`src/rtl/ps2_pkg.sv`:
```
// ps2_pkg: shared types and constants for the PS/2 host transmitter.
package ps2_pkg;

    typedef enum logic [2:0] {
        IDLE,
        INHIBIT,
        SEND,
        ACK,
        WAIT_IDLE
    } ps2_tx_state_t;

    localparam int unsigned PARITY_IDX = 8;
    localparam int unsigned STOP_IDX   = 9;

    function automatic logic odd_parity(input logic [7:0] d);
        return ~^d;
    endfunction

endpackage

```
`src/rtl/ps2_line_sync.sv`:
```
// ps2_line_sync: 2-flop synchronizer, optional stability filter and falling-edge pulse for one PS/2 line.
module ps2_line_sync #(
    parameter int unsigned FILTER_LEN = 4
) (
    input  logic clk_i,
    input  logic rst_i,
    input  logic line_i,
    output logic level_o,
    output logic fall_o
);

    logic [1:0] sync_q, sync_d;
    logic       fall_q, fall_d;

    // Shift the raw line into the synchronizer chain.
    always_comb sync_d = {sync_q[0], line_i};

    // Synchronizer and edge flops; idle lines are high, so reset to 1 to avoid a spurious edge.
    always_ff @(posedge clk_i or posedge rst_i) begin
        if (rst_i) begin
            sync_q <= 2'b11;
            fall_q <= 1'b0;
        end else begin
            sync_q <= sync_d;
            fall_q <= fall_d;
        end
    end

    generate
        if (FILTER_LEN == 0) begin : g_raw
            assign level_o = sync_q[1];
            assign fall_d  = sync_q[1] & ~sync_q[0];
        end else begin : g_filt
            localparam int unsigned CW = $clog2(FILTER_LEN + 1);
            logic [CW-1:0] cnt_q, cnt_d;
            logic          level_q, level_d;

            // Accept a new level only after it has been stable for FILTER_LEN cycles.
            always_comb begin
                cnt_d   = '0;
                level_d = level_q;
                if (sync_q[1] != level_q) begin
                    if (cnt_q == CW'(FILTER_LEN - 1)) level_d = sync_q[1];
                    else                              cnt_d   = cnt_q + CW'(1);
                end
            end

            // Filter state registers.
            always_ff @(posedge clk_i or posedge rst_i) begin
                if (rst_i) begin
                    cnt_q   <= '0;
                    level_q <= 1'b1;
                end else begin
                    cnt_q   <= cnt_d;
                    level_q <= level_d;
                end
            end

            assign level_o = level_q;
            assign fall_d  = level_q & ~level_d;
        end
    endgenerate

    assign fall_o = fall_q;

endmodule

```
`src/rtl/ps2_host_tx.sv`:
```
// ps2_host_tx: host-to-device PS/2 byte transmitter with inhibit, framing, ACK check and timeouts.
module ps2_host_tx
    import ps2_pkg::*;
#(
    parameter int unsigned INHIBIT_CYCLES = 1000,
    parameter int unsigned TIMEOUT_CYCLES = 150000,
    parameter int unsigned FILTER_LEN     = 4
) (
    input  logic       clk_i,
    input  logic       rst_i,
    input  logic [7:0] data_i,
    input  logic       valid_i,
    output logic       ready_o,
    output logic       busy_o,
    output logic       done_o,
    output logic       err_o,
    input  logic       kclk_i,
    input  logic       kdata_i,
    output logic       kclk_oe_o,
    output logic       kdata_oe_o
);

    localparam int unsigned MAXC = (INHIBIT_CYCLES > TIMEOUT_CYCLES) ? INHIBIT_CYCLES : TIMEOUT_CYCLES;
    localparam int unsigned CW   = $clog2(MAXC + 1);

    ps2_tx_state_t state_q, state_d;
    logic [7:0]    sh_q, sh_d;
    logic          par_q, par_d;
    logic [3:0]    n_q, n_d;
    logic [CW-1:0] cnt_q, cnt_d;
    logic          kclk_oe_q, kclk_oe_d;
    logic          kdata_oe_q, kdata_oe_d;
    logic          kclk_lvl, kclk_fall;
    logic          kdata_lvl, kdata_fall_unused;
    logic          tmo;

    ps2_line_sync #(.FILTER_LEN(FILTER_LEN)) u_kclk_sync (
        .clk_i  (clk_i),
        .rst_i  (rst_i),
        .line_i (kclk_i),
        .level_o(kclk_lvl),
        .fall_o (kclk_fall)
    );

    ps2_line_sync #(.FILTER_LEN(0)) u_kdata_sync (
        .clk_i  (clk_i),
        .rst_i  (rst_i),
        .line_i (kdata_i),
        .level_o(kdata_lvl),
        .fall_o (kdata_fall_unused)
    );

    // Next-state, line-drive and pulse logic; a timeout overrides whatever the state decided.
    always_comb begin
        state_d    = state_q;
        sh_d       = sh_q;
        par_d      = par_q;
        n_d        = n_q;
        cnt_d      = cnt_q;
        kclk_oe_d  = kclk_oe_q;
        kdata_oe_d = kdata_oe_q;
        done_o     = 1'b0;
        err_o      = 1'b0;
        tmo        = (state_q inside {SEND, ACK, WAIT_IDLE}) && (cnt_q == CW'(TIMEOUT_CYCLES));
        case (state_q)
            IDLE: begin
                kclk_oe_d  = 1'b0;
                kdata_oe_d = 1'b0;
                if (valid_i) begin
                    sh_d      = data_i;
                    par_d     = odd_parity(data_i);
                    n_d       = 4'd0;
                    cnt_d     = '0;
                    kclk_oe_d = 1'b1;
                    state_d   = INHIBIT;
                end
            end
            INHIBIT: begin
                cnt_d = cnt_q + CW'(1);
                if (cnt_q == CW'(INHIBIT_CYCLES - 1)) kdata_oe_d = 1'b1;
                if (cnt_q == CW'(INHIBIT_CYCLES)) begin
                    kclk_oe_d = 1'b0;
                    cnt_d     = '0;
                    state_d   = SEND;
                end
            end
            SEND: begin
                cnt_d = cnt_q + CW'(1);
                if (kclk_fall) begin
                    cnt_d      = '0;
                    kdata_oe_d = (n_q < 4'(PARITY_IDX)) ? ~sh_q[0] : (n_q == 4'(PARITY_IDX)) ? ~par_q : 1'b0;
                    sh_d       = {1'b0, sh_q[7:1]};
                    n_d        = n_q + 4'd1;
                    state_d    = (n_q == 4'(STOP_IDX)) ? ACK : SEND;
                end
            end
            ACK: begin
                cnt_d = cnt_q + CW'(1);
                if (kclk_fall) begin
                    cnt_d   = '0;
                    err_o   = kdata_lvl;
                    state_d = kdata_lvl ? IDLE : WAIT_IDLE;
                end
            end
            WAIT_IDLE: begin
                cnt_d = cnt_q + CW'(1);
                if (kclk_lvl && kdata_lvl) begin
                    done_o  = 1'b1;
                    state_d = IDLE;
                end
            end
            default: state_d = IDLE;
        endcase
        if (tmo) begin
            kclk_oe_d  = 1'b0;
            kdata_oe_d = 1'b0;
            done_o     = 1'b0;
            err_o      = 1'b1;
            state_d    = IDLE;
        end
    end

    // State and datapath registers; reset releases both lines at once.
    always_ff @(posedge clk_i or posedge rst_i) begin
        if (rst_i) begin
            state_q    <= IDLE;
            sh_q       <= '0;
            par_q      <= 1'b0;
            n_q        <= '0;
            cnt_q      <= '0;
            kclk_oe_q  <= 1'b0;
            kdata_oe_q <= 1'b0;
        end else begin
            state_q    <= state_d;
            sh_q       <= sh_d;
            par_q      <= par_d;
            n_q        <= n_d;
            cnt_q      <= cnt_d;
            kclk_oe_q  <= kclk_oe_d;
            kdata_oe_q <= kdata_oe_d;
        end
    end

    assign ready_o    = (state_q == IDLE);
    assign busy_o     = (state_q != IDLE);
    assign kclk_oe_o  = kclk_oe_q;
    assign kdata_oe_o = kdata_oe_q;

endmodule
```
`config.mk`:
```
export PLATFORM = sky130hd
export DESIGN_NAME = ps2_host_tx
export DESIGN_NICKNAME = d
export VERILOG_FILES = /design/src/rtl/ps2_pkg.sv /design/src/rtl/ps2_line_sync.sv /design/src/rtl/ps2_host_tx.sv
export SDC_FILE = /design/constraint.sdc
export NUM_CORES = 1
export LEC_CHECK = 0
export ABC_CLOCK_PERIOD_IN_PS = 2100
export BUFFER_PORTS_ARGS = -buffer_cell sky130_fd_sc_hd__buf_2
export CAP_MARGIN = 5
export CORE_MARGIN = 8
export CORE_UTILIZATION = 35
export CTS_CLUSTER_DIAMETER = 100
export CTS_CLUSTER_SIZE = 16
export DETAILED_ROUTE_END_ITERATION = 12
export RECOVER_POWER = 50
export SLEW_MARGIN = 5
export SYNTH_ARGS = -nofsm -noshare
export SYNTH_HDL_FRONTEND = slang
export SYNTH_SLANG_ARGS = --single-unit
```
`constraint.sdc`:
```
create_clock -name clk_i -period 2.1 [get_ports clk_i]
set_input_delay 0.21 -clock clk_i [delete_from_list [all_inputs] [get_ports clk_i]]
set_output_delay 0.21 -clock clk_i [all_outputs]
set_load 0.005 [all_outputs]
```
==> flow_metrics.tcl <==
set metrics [dict create \
    async_flop_share 1.000 \
    avgSynthCellArea_um2 9.886 \
    rsz0062_at_grt "true" \
    layout-drive-gt1-share 0.2373 \
    grt.total_usage 0.1133 \
    syn_to_final_growth_pct 19.56 \
    reg2reg_to "cnt_q[10]$_DFFE_PP0P_" \
    numCtsBuffers 5 \
    hold_start "data_i[7]" \
    die_h_um 100.5 \
    finalHoldViolCount 0 \
    root_buffer "clkbuf_8" \
    dr.first_iter.drc_count 72 \
    placed_cell_area_um2 2818 \
    stdcell_area_um2 2990 \
    drc 0 \
    yosysWarnings 0 \
    reg2reg_slack_ns 0.08 \
    netlist.area_leader.share 0.4002 \
    finalSetupViolations 1 \
    dieArea_um2 10110 \
    grt_start_max_net_pins 26 \
    dp.final_hpwl_um 3827 \
    top_layer_used "met4" \
    synth.cell_area_um2 2501 \
    cts_tree "done" \
    htree_levels 2 \
    grt_overflow 0 \
    slew_violations 0 \
    ys_seq_elements 45 \
    num_vias 1983 \
    powerDensity_nw_per_um2 1028 \
    grt_antenna_before_repair 0 \
    fmax_ghz 0.4740 \
    start_kind "flip-flop" \
    timing.critical_path.to_type "primary output" \
    fin_crit_ns 2.110 \
    skew_ns 0.008151 \
    netlist.top_cell.by_area "dfrtp_1" \
    ant_nets 0 \
    start_util 0.3524 \
    synth_top_flop_cell "dfrtp_1" \
    worstPathRequired_ns 1.89 \
    yosysSeqAreaShare 0.4527 \
    chipWidth_um 100.5 \
    wl_met1_um 2710 \
    hold-worst-slack_ns 0.1757 \
    clock_sink_count 45 \
    worstPathArrival_ns 1.90 \
    routabilityCongestion 0.8104 \
    met2_length_um 2314 \
    top_level_ports 19 \
    yosysMostFrequentCell "dfrtp_1" \
    numPortBuffers 18 \
    ctsLongestPathBuffers 2 \
    wire_per_inst_um 13.34 \
    synthTopCellsByArea "dfrtp_1 40%, dfstp_2 5.3%, xnor2_1 4.6%" \
    final_nets 313 \
    ff2ff_path_depth 6 \
    worstPathMaxFanout 5 \
    irDropWorstVdd_uv 400.2 \
    drv_cap 0 \
    fp.coreArea_um2 7098 \
    whs_path_depth 2 \
    diodes 0 \
    slew_headroom 0.4633 \
    min_path_type "input pin to flip-flop" \
    clock_latency_ns 0.29 \
    grt_pass1_vias 1984 \
    p_total_mw 3.073 \
    fin_crit_sh 1.005 \
    outcome "finished, violations left" \
    n_fill_cell 696 \
    dr.pass1.iters 4 \
    synth_cell_types 51 \
    syn_inst 253 \
    worstMarginPinSlew_ns 0.8041 \
    layout_setup_ws_ns -0.009793 \
    route.met3.wl_um 155 \
    synthesis.nets 272 \
    holdPathEnd "sh_q[7]$_DFFE_PP0P_" \
    regToRegStartpoint "cnt_q[13]$_DFFE_PP0P_" \
    grt_pass1_wl_um 9294 \
    crit_type "flip-flop to primary output" \
    violations "setup timing" \
    synth-edff-count 0 \
    vias_per_cell 5.033 \
    synth_commonest_cells "40 x dfrtp_1, 24 x nand2_1, 24 x nor2_1, 13 x o21ai_0, 13 x xnor2_1" \
    p_leak_nw 1.350 \
    rows 31 \
    routed_wl_um 5257 \
    clk_pin_slew_ns 0.09 \
]
cell type report:
class | count | area (um^2) | share of cell area
Inverter | 7 | 26.28 | 0.008787
Clock inverter | 2 | 38.79 | 0.01297
Tap cell | 99 | 123.9 | 0.04142
Sequential cell | 45 | 1132 | 0.3787
Clock buffer | 6 | 72.57 | 0.02427
Multi-Input combinational cell | 191 | 1295 | 0.4331
Timing Repair Buffer | 44 | 301.5 | 0.1008
critical path, stage by stage, from the launching register on:
cell,delay [ns]
dfrtp_1,0.40
inv_2,0.09
ha_4,0.14
nor4bb_2,0.18
and4_1,0.21
and4bb_4,0.28
a31oi_1,0.05
o21ai_1,0.13
buf_2,0.13
placed cells by master (no fill, tap or decap), types with 2 or more instances in the layout:
cell and instances:
clkbuf_8 5, nor3_1 7, nand4_1 2, a22o_1 6, a21oi_2 2, nor3b_1 8, clkbuf_1 2, mux2_2 3
o21ai_0 12, a31oi_1 7, a41oi_1 3, nor4_1 2, nor2_1 23, and3_1 4, or4_1 2, nand2_1 24
nand3_1 10, nor2_2 2, dfrtp_1 40, ha_1 5, xor2_1 2, a21oi_1 10, or2_2 2, a211oi_1 2
nand3b_1 5, nand2b_1 3, dfstp_2 4, inv_1 6, mux2i_1 7, a21o_1 5, buf_4 21, buf_2 17
dlygate4sd3_1 3, xnor2_1 13
sequential cells by signal, indices dropped and copies added, names as in the netlist:
signal	flops
u_kclk_sync.level_o	1
kdata_oe_o	1
cnt_q	18
u_kclk_sync.fall_o	1
par_q	1
u_kdata_sync.sync_q	2
state_q	3
n_q	4
u_kclk_sync.sync_q	2
u_kclk_sync.g_filt.cnt_q	3
kclk_oe_o	1
sh_q	8
routing by layer:
layer | track usage | vias to the layer above
li1 | - | 994
met1 | 0.1509 | 948
met2 | 0.1759 | 35
met3 | 0.02210 | 6
met4 | 0.04419 | 0
met5 | 0 | -
report_power, final:
| group | switching [mW] | leakage [nW] | total, mW | internal, mW |
|---|---|---|---|---|
| logic | 0.468 | 0.727 | 1.01 | 0.547 |
| registers | 0.260 | 0.567 | 1.41 | 1.15 |
| clock network | 0.294 | 0.0554 | 0.651 | 0.357 |
| total | 1.02 | 1.35 | 3.07 | 2.05 |
worst max path at each step:
stage	from	end	slack [ns]	cells after the start
3_3_place_gp	cnt_q[13]$_DFFE_PP0P_	cnt_q[10]$_DFFE_PP0P_	0.12	6
5_1_grt	cnt_q[1]$_DFFE_PP0P_	err_o	-0.15	8
2_1_floorplan	cnt_q[13]$_DFFE_PP0P_	cnt_q[12]$_DFFE_PP0P_	0.19	6
3_5_place_dp	cnt_q[13]$_DFFE_PP0P_	cnt_q[10]$_DFFE_PP0P_	0.08	6
6_report	cnt_q[1]$_DFFE_PP0P_	err_o	-0.01	8
4_1_cts	cnt_q[13]$_DFFE_PP0P_	err_o	-0.04	5
cells by family after synthesis:
logic type               after synthesis  share of synthesized area
AO/OA/AOI/OAI                         54                     0.1466
XOR/XNOR                              15                    0.05253
adder cells (fa/ha/maj)                6                    0.03001
buffers and inverters                 17                    0.03952
flip-flops                            45                     0.4527
multiplexers                          11                    0.04602
AND/OR/NAND/NOR                      105                     0.2326
timing repair:
| item | CTS | global route |
|---|---|---|
| resized for setup | 5 | 2 |
| setup buffers | 3 | 0 |
| hold endpoints to repair | 21 | 1 |
| endpoints found under the setup margin | 2 | 16 |
| hold buffers | 2 | 1 |
| pin swaps | 4 | 1 |
per-stage QoR:
| stage | utilization | cells | setup WS (ns) | TNS [ns] |
|---|---|---|---|---|
| 2_1_floorplan | - | 253 | 0.1907 | 0 |
| 3_3_place_gp | 0.3970 | 380 | 0.1201 | 0 |
| 3_5_place_dp | 0.3970 | 380 | 0.07842 | 0 |
| 4_1_cts | 0.4209 | 393 | -0.04208 | -0.04208 |
| 5_1_grt | 0.4213 | 394 | -0.1479 | -0.3252 |
| 6_report | 0.4213 | 394 | -0.009793 | -0.009793 |
Power figures use the tool's default switching activity.
